[config.mk]
export PLATFORM = sky130hd
export DESIGN_NAME = bus_datapath
export DESIGN_NICKNAME = d
export VERILOG_FILES = /design/src/rtl/bus_datapath.sv
export SDC_FILE = /design/constraint.sdc
export NUM_CORES = 1
export LEC_CHECK = 0
export CELL_PAD_IN_SITES_DETAIL_PLACEMENT = 1
export CELL_PAD_IN_SITES_GLOBAL_PLACEMENT = 1
export CORE_ASPECT_RATIO = 1.75
export CORE_MARGIN = 2
export CORE_UTILIZATION = 42
export CTS_BUF_LIST = sky130_fd_sc_hd__clkbuf_8
export CTS_CLUSTER_SIZE = 8
export DETAILED_ROUTE_END_ITERATION = 16
export HOLD_SLACK_MARGIN = 0.06
export PLACE_DENSITY_LB_ADDON = 0.1
export SETUP_SLACK_MARGIN = 0.15
export SYNTH_ARGS = -nofsm -noshare
export SYNTH_HDL_FRONTEND = slang
export SYNTH_SLANG_ARGS = --single-unit
[constraint.sdc]
create_clock -name clock -period 3.82 [get_ports clock]
set_clock_uncertainty 0.15 [all_clocks]
set_input_delay 0.573 -clock clock [delete_from_list [all_inputs] [get_ports clock]]
set_output_delay 0.573 -clock clock [all_outputs]
set_load 0.01 [all_outputs]
[src/rtl/bus_datapath.sv]
// Purpose : shared-bus datapath with an 8-entry register file, ALU operand latch A and
//           result register G. It executes one bus transfer per clock.
// Latency : bus and ALU paths are combinational. Loads land on the rising edge and show
//           on bus/dbg_data one cycle after the enables.
// Backpr. : none. The controller owns sequencing, and rout/ren are level-sampled each cycle.
//
// Ports   : clock, resetnot (async active-low), instruction[7:0] (bits [3:0] = immediate),
//           rout[15:0] one-hot bus driver select, ren[15:0] load enables, addxor (0 add, 1 xor),
//           dbg_sel/dbg_data debug read of R[dbg_sel], bus, carry, zero, bus_conflict,
//           conflict_err.
// Option  : define DATAPATH_CONFLICT_HOLD_EN to suppress every load on a conflicting cycle
//           and to latch the sticky conflict_err flag.
module bus_datapath #(
  parameter int WIDTH = 8
) (
  input  logic             clock,
  input  logic             resetnot,
  input  logic [7:0]       instruction,
  input  logic [15:0]      rout,
  input  logic [15:0]      ren,
  input  logic             addxor,
  input  logic [2:0]       dbg_sel,
  output logic [WIDTH-1:0] dbg_data,
  output logic [WIDTH-1:0] bus,
  output logic             carry,
  output logic             zero,
  output logic             bus_conflict,
  output logic             conflict_err
);

  logic [WIDTH-1:0] regs [8];
  logic [WIDTH-1:0] a_q;
  logic [WIDTH-1:0] g_q;
  logic [WIDTH-1:0] imm;
  logic [WIDTH-1:0] bus_v;
  logic [WIDTH:0]   sum;
  logic [WIDTH-1:0] alu;
  logic             alu_carry;
  logic             load_ok;

  // Reserved select/enable bits and the upper opcode bits are intentionally not decoded.
  logic unused_bits;
  assign unused_bits = ^{rout[15:10], ren[15:10], instruction[7:4]};

  assign imm = WIDTH'(instruction[3:0]);

  // The bus is a pure OR-mux. Several drivers at once give the OR of all of them.
  always_comb begin
    bus_v = '0;
    for (int i = 0; i < 8; i++) begin
      if (rout[i]) bus_v = bus_v | regs[i];
    end
    if (rout[8]) bus_v = bus_v | g_q;
    if (rout[9]) bus_v = bus_v | imm;
  end

  assign bus = bus_v;

  // More than one bit set in rout[9:0]: x & (x-1) clears the lowest set bit.
  assign bus_conflict = ((rout[9:0] & (rout[9:0] - 10'd1)) != 10'd0);

  assign sum       = {1'b0, a_q} + {1'b0, bus_v};
  assign alu       = addxor ? (a_q ^ bus_v) : sum[WIDTH-1:0];
  assign alu_carry = addxor ? 1'b0 : sum[WIDTH];

  assign dbg_data = regs[dbg_sel];

`ifdef DATAPATH_CONFLICT_HOLD_EN
  assign load_ok = !bus_conflict;

  always_ff @(posedge clock or negedge resetnot) begin
    if (!resetnot) begin
      conflict_err <= 1'b0;
    end else if (bus_conflict) begin
      conflict_err <= 1'b1;
    end
  end
`else
  assign load_ok      = 1'b1;
  assign conflict_err = 1'b0;
`endif

  always_ff @(posedge clock or negedge resetnot) begin
    if (!resetnot) begin
      for (int i = 0; i < 8; i++) regs[i] <= '0;
      a_q   <= '0;
      g_q   <= '0;
      carry <= 1'b0;
      zero  <= 1'b0;
    end else if (load_ok) begin
      for (int i = 0; i < 8; i++) begin
        // A register that drives the bus while loading keeps its old value. This also
        // holds when other sources are OR'd onto the bus in the same cycle.
        if (ren[i] && !rout[i]) regs[i] <= bus_v;
      end
      if (ren[8]) a_q <= bus_v;
      // G and the flags use the pre-edge A, even if A loads on the same edge.
      if (ren[9]) begin
        g_q   <= alu;
        carry <= alu_carry;
        zero  <= (alu == '0);
      end
    end
  end

endmodule

==> results of run 1 <==
[tightest hold or removal path, stage by stage, from the launching register on]
cell and delay (ns):
dfrtp_1 0.37, nand2_1 0.05, o21ai_0 0.06
[synth_stat cells, types with 2 or more instances]
cell type | instances | area share
a22o_1 | 8 | 0.017
mux4_2 | 16 | 0.085
nand3_1 | 5 | 0.0059
a222oi_1 | 4 | 0.0094
a21oi_1 | 18 | 0.021
buf_1 | 3 | 0.0027
clkbuf_1 | 24 | 0.021
dfrtp_1 | 82 | 0.48
and3_1 | 4 | 0.0059
nor2_1 | 20 | 0.018
nor3_1 | 3 | 0.0035
ha_1 | 8 | 0.024
a221oi_2 | 4 | 0.014
buf_2 | 4 | 0.0047
nand2b_1 | 10 | 0.015
inv_1 | 14 | 0.012
a22oi_1 | 12 | 0.021
nand2_1 | 65 | 0.058
a221oi_1 | 8 | 0.017
xnor2_1 | 5 | 0.010
maj3_1 | 2 | 0.0047
o21ai_0 | 66 | 0.078
mux2_2 | 12 | 0.032
[final cells by class]
| type | instances | area share |
|---|---|---|
| sequential | 82 | 0.3887 |
| multi-input combinational | 287 | 0.3837 |
| timing repair buffer | 88 | 0.1529 |
| tap | 125 | 0.02963 |
| clock buffer | 9 | 0.02347 |
| clock inverter | 7 | 0.01161 |
| inverter | 14 | 0.009955 |
[flip-flops by register name, indices dropped and copies added, names as in the netlist]
name,count
regs,64
carry,1
zero,1
g_q,8
a_q,8
[routing by layer]
layer | global-route usage | routed length [um] | vias up
li1 | - | - | 1629
met1 | 0.3115 | 5604 | 1811
met2 | 0.4569 | 7020 | 76
met3 | 0.03430 | 322 | 18
met4 | 0.1102 | 442 | 0
met5 | 0 | 0 | -
[where the power goes]
| part | switching, mW | internal, mW | leakage, nW |
|---|---|---|---|
| Combinational | 0.279 | 0.296 | 1.26 |
| Clock | 0.323 | 0.295 | 0.100 |
| Sequential | 0.108 | 0.995 | 0.921 |
| Total | 0.710 | 1.59 | 2.28 |
[worst max-delay path by stage]
stage | to | slack [ns] | cells after the start
2_1_floorplan | g_q[7] | 0.50 | 11
3_3_place_gp | zero | -0.07 | 13
3_5_place_dp | zero | -0.11 | 13
4_1_cts | bus[6] | 0.19 | 7
5_1_grt | bus_conflict | 0.17 | 9
6_report | bus[6] | 0.32 | 7
[cells in the final DEF, fill, tap and decap left out, types with 9 or more instances in the layout]
cell / n
dfrtp_1: 82
o21ai_0: 66
nand2_1: 65
clkdlybuf4s50_1: 42
buf_4: 38
nor2_1: 20
a21oi_1: 18
mux4_2: 16
inv_1: 15
a22oi_1: 12
mux2_2: 12
nand2b_1: 10
clkbuf_8: 9
[repair_timing]
action	in CTS	in global routing
pin swaps	0	0
hold buffers	1	0
gates resized for setup	4	3
hold endpoints to repair	33	0
endpoints found under the setup margin	2	4
[cells by family (layout without fill, tap and decap cells)]
logic type               Yosys count  after routing  share of synthesized area
XOR/XNOR                           6              6                    0.01239
AO/OA/AOI/OAI                    129            129                     0.1970
AND/OR/NAND/NOR                  112            112                     0.1135
buffers and inverters             46            118                    0.04276
other                              1              1                  0.0008838
flip-flops                        82             82                     0.4836
adder cells (fa/ha/maj)           11             11                    0.03303
multiplexers                      28             28                     0.1168
[per-stage QoR]
step	setup TNS [ns]	utilization	instance area (um^2)	power (mW)
6_report	0	0.5360	5279	2.295
5_1_grt	0	0.5360	5279	2.410
4_1_cts	0	0.5349	5269	2.314
3_5_place_dp	-0.3036	0.5144	5066	1.693
3_3_place_gp	-0.2554	0.5144	5066	1.664
2_1_floorplan	0	-	4243	1.418
==> flow_summary.json, run 1 <==
{
  "clock_sinks": 82,
  "firstDrtPassIters": 6,
  "clockBufferDepth": 2,
  "dieArea_mm2": 0.01095,
  "timing.fmax_mhz": 286.0,
  "path_max_fanout": 9,
  "critPathTopFamily": "buffers and inverters",
  "dp_cells": 595,
  "outcome": "finished clean",
  "antenna_found_initial": 0,
  "worstPathCellList": "clkdlybuf4s50_1, buf_4, a222oi_1, nand3_1, a221oi_4, inv_1, clkdlybuf4s50_1",
  "initial_core_util": 0.4308,
  "root_buffer": "clkbuf_8",
  "slowest_stage": "clkdlybuf4s50_1",
  "critPathBufInv": 4,
  "synth_edf_count": 0,
  "layout.nets": 537,
  "postCtsSetupBuffers": 0,
  "core_mm2": 0.009849,
  "ant_nets": 0,
  "grt_pass1_vias": 3786,
  "wl_per_cell_um": 21.88,
  "instances_no_fill": 612,
  "cp_slowest_stage_delay_ns": 0.53,
  "layout_min_cycle_time_ns": 3.496,
  "end_kind": "output port",
  "numCtsBuffers": 9,
  "yosysSeqAreaShare": 0.4836,
  "ir_worst_vdd_mv": 0.2127,
  "clk_latency_ns": 0.37,
  "synth_flop_cell": "dfrtp_1",
  "grt_pass1_wl_um": 20690,
  "yosysUniqueCellTypes": 41,
  "vias": 3534,
  "startpoint": "rout[7]",
  "hold_start": "regs[10]",
  "hp-class": "register to register",
  "grt_max_degree": 36,
  "die_w_um": 79.98,
  "worstPathRequired_ns": 3.10,
  "grt-ovfl-total": 0,
  "io_buffers": 48,
  "preCtsSetupSlack_ns": -0.1080,
  "fill_cells": 1114,
  "path_common_cell": "clkdlybuf4s50_1",
  "crit_type": "input pin to output port",
  "ys_ff_latch": 82,
  "timing.rr.start": "regs[33]",
  "area_growth_pct": 24.42,
  "drv_slew": 0,
  "drcViolationCount": 0,
  "reg2reg_slack_ns": 0.73,
  "worstRegToRegCells": 12,
  "io-pin-count": 66,
  "worst_pin_slew_ns": 0.7867,
  "cts.clk_slew.worst_paths_ns": 0.08,
  "rows": 48,
  "min_path_cells": 2,
  "dpl.hpwl_um": 9605,
  "period_share": 0.9152,
  "syn_nets": 470,
  "setup_violations": 0,
  "startpoint_type": "input pin",
  "dr.first_iter.drc_count": 183,
  "place_congestion": 0.8166,
  "finalHoldViolations": 0,
  "vias_per_cell": 5.775,
  "worstPathArrival_ns": 2.77,
  "leakage_nw": 2.280,
  "multiInputGateArea_mm2": 0.002026,
  "reg2reg_to": "zero",
  "final-seq-area_mm2": 0.002052,
  "cts_tree": "done",
  "antenna_cells": 0,
  "grt_usage": 0.2588,
  "grt_setup_unrepaired": "false",
  "whs_ns": 0.3634,
  "async_reset_ff_frac": 1.000,
  "power_density_mw_per_mm2": 434.8,
  "max-cap-violations": 0,
  "die_y_um": 137.0,
  "wirelength_um": 13390,
  "yosys_warnings": 0,
  "setup_ws_ns": 0.3238,
  "htree_num_levels": 3,
  "postSynthAreaPerCell_um2": 10.22,
  "drive_above_1_share": 0.1869,
  "syn_inst": 415,
  "syn_area_mm2": 0.004243,
  "whs_endpoint": "regs[10]",
  "slew-limit-headroom": 0.4755
}
Power figures use the tool's default switching activity.
==> run 2: changes to the inputs <==
GPL_TIMING_DRIVEN = 1   (was not set)
==> results of run 2 <==
Same layout as run 1: the final DEF is identical, and so are final timing and power.
